File: config.mk
export PLATFORM = sky130hd
export DESIGN_NAME = msrv32_pipe_reg_gen
export DESIGN_NICKNAME = d
export VERILOG_FILES = /design/src/rtl/msrv32_pipe_reg_gen.sv
export SDC_FILE = /design/constraint.sdc
export NUM_CORES = 1
export LEC_CHECK = 0
export ABC_AREA = 1
export CORE_MARGIN = 1
export CORE_UTILIZATION = 58
export CTS_CLUSTER_DIAMETER = 30
export CTS_CLUSTER_SIZE = 14
export DETAILED_ROUTE_END_ITERATION = 10
export DONT_BUFFER_PORTS = 1
export MAX_ROUTING_LAYER = met4
export PLACE_DENSITY = 0.75
export REMOVE_ABC_BUFFERS = 1
export SYNTH_ARGS = -nofsm -noshare
export SYNTH_HDL_FRONTEND = slang
export SYNTH_SLANG_ARGS = --single-unit
File: constraint.sdc
create_clock -name clk_in -period 2.9 [get_ports clk_in]
set_clock_uncertainty 0.2 [all_clocks]
set_input_delay 0.58 -clock clk_in [delete_from_list [all_inputs] [get_ports clk_in]]
set_output_delay 0.58 -clock clk_in [all_outputs]
set_load 0.005 [all_outputs]
File: src/rtl/msrv32_pipe_reg_gen.sv
// rtl/msrv32_pipe_reg_gen.sv - elastic multi-slot pipeline register with stall, flush and capture bit-clear
module msrv32_pipe_reg_gen #(
   parameter int  DATA_W      = 32,
   parameter int  STAGES      = 1,
   parameter bit  CLR_BIT_EN  = 1'b1,
   parameter int  CLR_BIT_POS = 0,
   localparam int CNT_W       = $clog2(STAGES + 1)
) (
   input  logic              clk_in,
   input  logic              reset_n_in,
   input  logic              in_valid_in,
   output logic              in_ready_out,
   input  logic [DATA_W-1:0] in_data_in,
   input  logic              clr_bit_in,
   input  logic              stall_in,
   input  logic              flush_in,
   output logic              out_valid_out,
   input  logic              out_ready_in,
   output logic [DATA_W-1:0] out_data_out,
   output logic [CNT_W-1:0]  count_out
);

   logic [STAGES-1:0]             valid_q;
   logic [STAGES-1:0]             valid_d;
   logic [STAGES-1:0][DATA_W-1:0] data_q;
   logic [STAGES-1:0][DATA_W-1:0] data_d;
   logic [CNT_W-1:0]              count_q;
   logic [CNT_W-1:0]              count_d;

   logic [STAGES-1:0] advance;
   logic              hold;
   logic              in_rdy;
   logic              accept;
   logic              drain;
   logic [DATA_W-1:0] cap_data;

   assign hold = stall_in | flush_in;

   // Ready chain walked from the output back to slot 0 so a bubble anywhere collapses in one cycle
   always_comb begin
      logic rdy;
      advance = '0;
      rdy     = out_ready_in;
      for (int i = STAGES - 1; i >= 0; i--) begin
         advance[i] = valid_q[i] & rdy & ~hold;
         rdy        = ~valid_q[i] | advance[i];
      end
      in_rdy = rdy & ~hold;
   end

   assign in_ready_out  = in_rdy;
   assign accept        = in_valid_in & in_rdy;
   assign out_valid_out = valid_q[STAGES-1] & ~hold;
   assign drain         = out_valid_out & out_ready_in;
   assign out_data_out  = data_q[STAGES-1];
   assign count_out     = count_q;

   // Captured payload, optionally with the branch-target bit forced low
   always_comb begin
      cap_data = in_data_in;
      if (CLR_BIT_EN && clr_bit_in) begin
         cap_data[CLR_BIT_POS] = 1'b0;
      end
   end

   // Per-slot next state: draining clears valid, loading sets it, flush clears everything
   always_comb begin
      valid_d = valid_q;
      data_d  = data_q;
      for (int i = 0; i < STAGES; i++) begin
         if (advance[i]) begin
            valid_d[i] = 1'b0;
         end
      end
      if (accept) begin
         valid_d[0] = 1'b1;
         data_d[0]  = cap_data;
      end
      for (int i = 1; i < STAGES; i++) begin
         if (advance[i-1]) begin
            valid_d[i] = 1'b1;
            data_d[i]  = data_q[i-1];
         end
      end
      if (flush_in) begin
         valid_d = '0;
      end
   end

   // Occupancy tracks accepts minus drains; flush empties the pipe
   always_comb begin
      count_d = count_q + CNT_W'(accept) - CNT_W'(drain);
      if (flush_in) begin
         count_d = '0;
      end
   end

   // State registers with asynchronous clear
   always_ff @(posedge clk_in or negedge reset_n_in) begin
      if (!reset_n_in) begin
         valid_q <= '0;
         data_q  <= '0;
         count_q <= '0;
      end else begin
         valid_q <= valid_d;
         data_q  <= data_d;
         count_q <= count_d;
      end
   end

endmodule

Word-level counts from Yosys, hierarchy flattened:

Cells that the tools add are included.

* add/subtract/negate cells: 2
* $mul: 0
* div/mod/pow operators: 0
* magnitude comparators: 0
* eq/ne operators: 0
* shift operators: 0
* mux-type cells: 5
* bitwise operators: 10
* reduce and logical (&&, ||, !) cells: 1

Operators by type and width (count)
* $and 1x1->1: 6
* $mux 1: 5
* $reduce_bool 3->1: 1
* $not 1->1: 2
* $or 1x1->1: 2
* $add 1x1->1: 1
* $sub 1x1->1: 1

* flip-flop bits (word level): 34
* bits in latches: 0
* bits in writable memories: 0
* ROM bits: 0
* output and inout port bits: 35
* memories: 0

Depth between registers and ports, before layout:

* depth after elaboration: 9
* gate-level depth with buffers: 7

Worst setup path after synthesis:

No wires, ideal clock.

* kind: input -> output
* from: in stall_in
* to: out in_ready_out
* data arrival time: 0.858 ns
* slack: 1.262 ns
* stages on the path: 3
* path buffers: 0
* cells stage by stage: nor2_4 -> o21ai_4 -> inv_1

* longest elaborated chain between the ends: 5

Ends and longest elaborated chain
* start: declaration: line 15 `input logic stall_in,`
* $or 1x1->1 *: line 37 `assign hold = stall_in | flush_in;`
* $not 1->1 *: line 45, 48
* $and 1x1->1: line 45 `advance[i] = valid_q[i] & rdy & ~hold;`
* $or 1x1->1: line 46 `rdy = ~valid_q[i] | advance[i];`
* $and 1x1->1 *: line 48 `in_rdy = rdy & ~hold;`
* end: declaration: line 12 `output logic in_ready_out,`

Every way passes the cells marked *; elsewhere a longest branch is shown, timed or not.

Worst setup path in the final report:

* from: reg valid_q
* to: out in_ready_out

* longest elaborated chain between the ends: 4
* elaborated cells between the ends (all ways): 5

Ends and longest elaborated chain
* start: declaration: line 23 `logic [STAGES-1:0] valid_q;`
* start signal: assignment: line 105 `valid_q <= valid_d;`
* $and 1x1->1 (2 in a row): line 45
* $or 1x1->1 *: line 46
* $and 1x1->1 *: line 48

Marked as above.

==> flow_metrics.tcl <==
set metrics [dict create \
    cpMaxStageDelayCell "dfrtp_1" \
    clk_pin_slew_ps 100 \
    outcome "finished, final reports clean" \
    die_y_um 51.9 \
    dp.cells 178 \
    yosysWarnings 0 \
    clockBufferDepth 2 \
    period_needed_ps 1830 \
    synth_top_area_cell "dfrtp_1" \
    powerDensity_mw_per_mm2 673 \
    ys_seq_area_share_pct 58.9 \
    fin_util_pct 65.6 \
    hp-class "in2reg" \
    crit_type "reg2out" \
    area_growth_pct 3.38 \
    cts_setup_buffers 0 \
    yosysMostFrequentCell "nand2_1" \
    drcViolationCount 0 \
    postRouteWirelength_um 2670 \
    nets 198 \
    placed_area_sq_mm 0.00140 \
    fp.dieW_um 51.9 \
    cap_violations 0 \
    start_util_pct 63.4 \
    min-delay-start "in_data_in[30]" \
    io_buffer_count 0 \
    ant_nets 0 \
    synthDistinctLibCells 19 \
    viasPerCell 5.30 \
    r2r_cells 6 \
    wl_per_cell_um 14.2 \
    grt_setup_unrepaired "false" \
    finalWorstSetupSlack_ps 1070 \
    p_leak_nw 0.822 \
    grt_overflow_total 0 \
    cp-start-kind "flip-flop" \
    critical_path_arrival_ps 1050 \
    maxSlewHeadroom_pct 69.8 \
    clkLatencyLatePin_ps 310 \
    design_area_sq_mm 0.00149 \
    top_level_ports 74 \
    drtIter0Drc 18 \
    yosys-top-cells-area "dfrtp_1 (59%), nand2_1 (23%), buf_6 (3.9%)" \
    stdcell_count 188 \
    synthFlopType "dfrtp_1" \
    cts_sinks 34 \
    grt_pass1_vias 1028 \
    ys_seq_elements 34 \
    rows 17 \
    syn_inst 156 \
    finalMaxSlewViolations 0 \
    hold_slack_ps 173 \
    cts_tree "built" \
    synth.top_cell.area_share_pct 58.9 \
    cts_made_buffers 5 \
    hold_viol 0 \
    core_sq_mm 0.00228 \
    drive_above_1_share_pct 14.4 \
    grt_usage_pct 23.1 \
    vdd_drop_max_mv 0.381 \
    dieArea_sq_mm 0.00269 \
    setup-violations-final 0 \
    worstMarginPinSlew_ps 453 \
    dp_slack_ps 994 \
    gp_congestion 0.633 \
    antennaDiodeCount 0 \
    synthTopCellsByCount "nand2_1 (88), dfrtp_1 (34), nand2_2 (9), buf_6 (5), inv_1 (5)" \
    fin_total_pwr_mw 1.00 \
    dr.pass1.iters 4 \
    cts_root_buffer "clkbuf_4" \
    hold_path_depth 2 \
    num_vias 996 \
    critPathMaxFanout 4 \
    tns_ps 0 \
    synth-edff-count 0 \
    grt_pass1_wl_um 4280 \
    clock.fmax_mhz 547 \
    htreeDepth 2 \
    grt_max_degree 35 \
    crit_chain "inv_2 -> o21ai_4 -> inv_1" \
    antenna_found_initial 0 \
    critPathCaptureType "output port" \
    fill_cells 210 \
    dp_hpwl_um 1850 \
    synth_area_sq_mm 0.00144 \
    cp_slowest_stage_delay_ps 380 \
    async_flop_share_pct 100 \
    worstReg2RegStart "valid_q" \
    worstPathRequired_ps 2120 \
    period_share_pct 63.1 \
    syn_area_per_cell_sq_um 9.26 \
    crit_start "valid_q" \
]
state kept, by name, indices dropped and copies added (netlist names):
register,cells
count_out,1
valid_q,1
out_data_out,32
path summary, 6_finish.rpt:
| kind | to | slack, ps |
|---|---|---|
| worst min register to register | out_data_out[27] | 310 |
| worst min-delay path | out_data_out[30] | 170 |
| max in group asynchronous | count_out | 1810 |
| worst max register to register | out_data_out[16] | 1240 |
| worst max-delay path | in_ready_out | 1070 |
| min in group asynchronous | out_data_out[11] | 510 |
layer usage:
metal / GRT usage, % / up-vias / routed length (um)
li1: - / 474 / -
met4: 13.1 / 0 / 47
met3: 7.31 / 6 / 222
met1: 21.5 / 466 / 1060
met2: 41.0 / 50 / 1340
met5: - / - / 0
layout make-up:
type / count / area (sq um) / share of cell area [%]
Timing Repair Buffer: 2 / 30.0 / 2.01
Clock buffer: 7 / 55.1 / 3.69
Inverter: 7 / 31.3 / 2.10
Multi-Input combinational cell: 109 / 485 / 32.5
Clock inverter: 1 / 5.00 / 0.335
Tap cell: 28 / 35.0 / 2.35
Sequential cell: 34 / 851 / 57.0
timing repair:
item                      4_1_cts  5_1_grt
hold endpoints to repair       34        0
resized for setup               0        0
hold buffers                    2        0
layout by cell type, fill, tap and decap left out:
master	synthesis	final
a21oi_1	1	1
buf_12	1	1
clkbuf_1	0	1
clkbuf_4	0	5
clkbuf_8	0	1
clkinv_2	0	1
dfrtp_1	34	34
dlygate4sd3_1	0	1
inv_1	5	5
inv_2	1	1
inv_6	1	1
nand2_1	88	88
nand2_2	9	9
nand3_1	2	2
nand3b_1	1	1
nand4_1	1	1
nor2_1	1	1
nor2_4	1	1
nor2_8	1	1
nor3_1	1	1
o21ai_0	1	1
o21ai_2	1	1
o21ai_4	1	1
power by group:
part	switching (mW)	internal, mW
sequential	0.0695	0.557
clock	0.143	0.118
combinational	0.0713	0.0458
critical path: cells and delay by family, from the launching register on:
| kind | cells | cell delay (ps) |
|---|---|---|
| DFF | 1 | 380 |
| buffers and inverters | 2 | 150 |
| AOI/OAI and AO/OA | 1 | 200 |
cells by family (layout without fill, tap and decap cells):
family                 count (synthesis)  after routing  synth area share, %
AND/OR/NAND/NOR                      105            105                 31.2
buffers and inverters                 13             17                 7.45
AO/OA/AOI/OAI                          4              4                 2.43
flip-flops                            34             34                 58.9
Power figures use the tool's default switching activity.
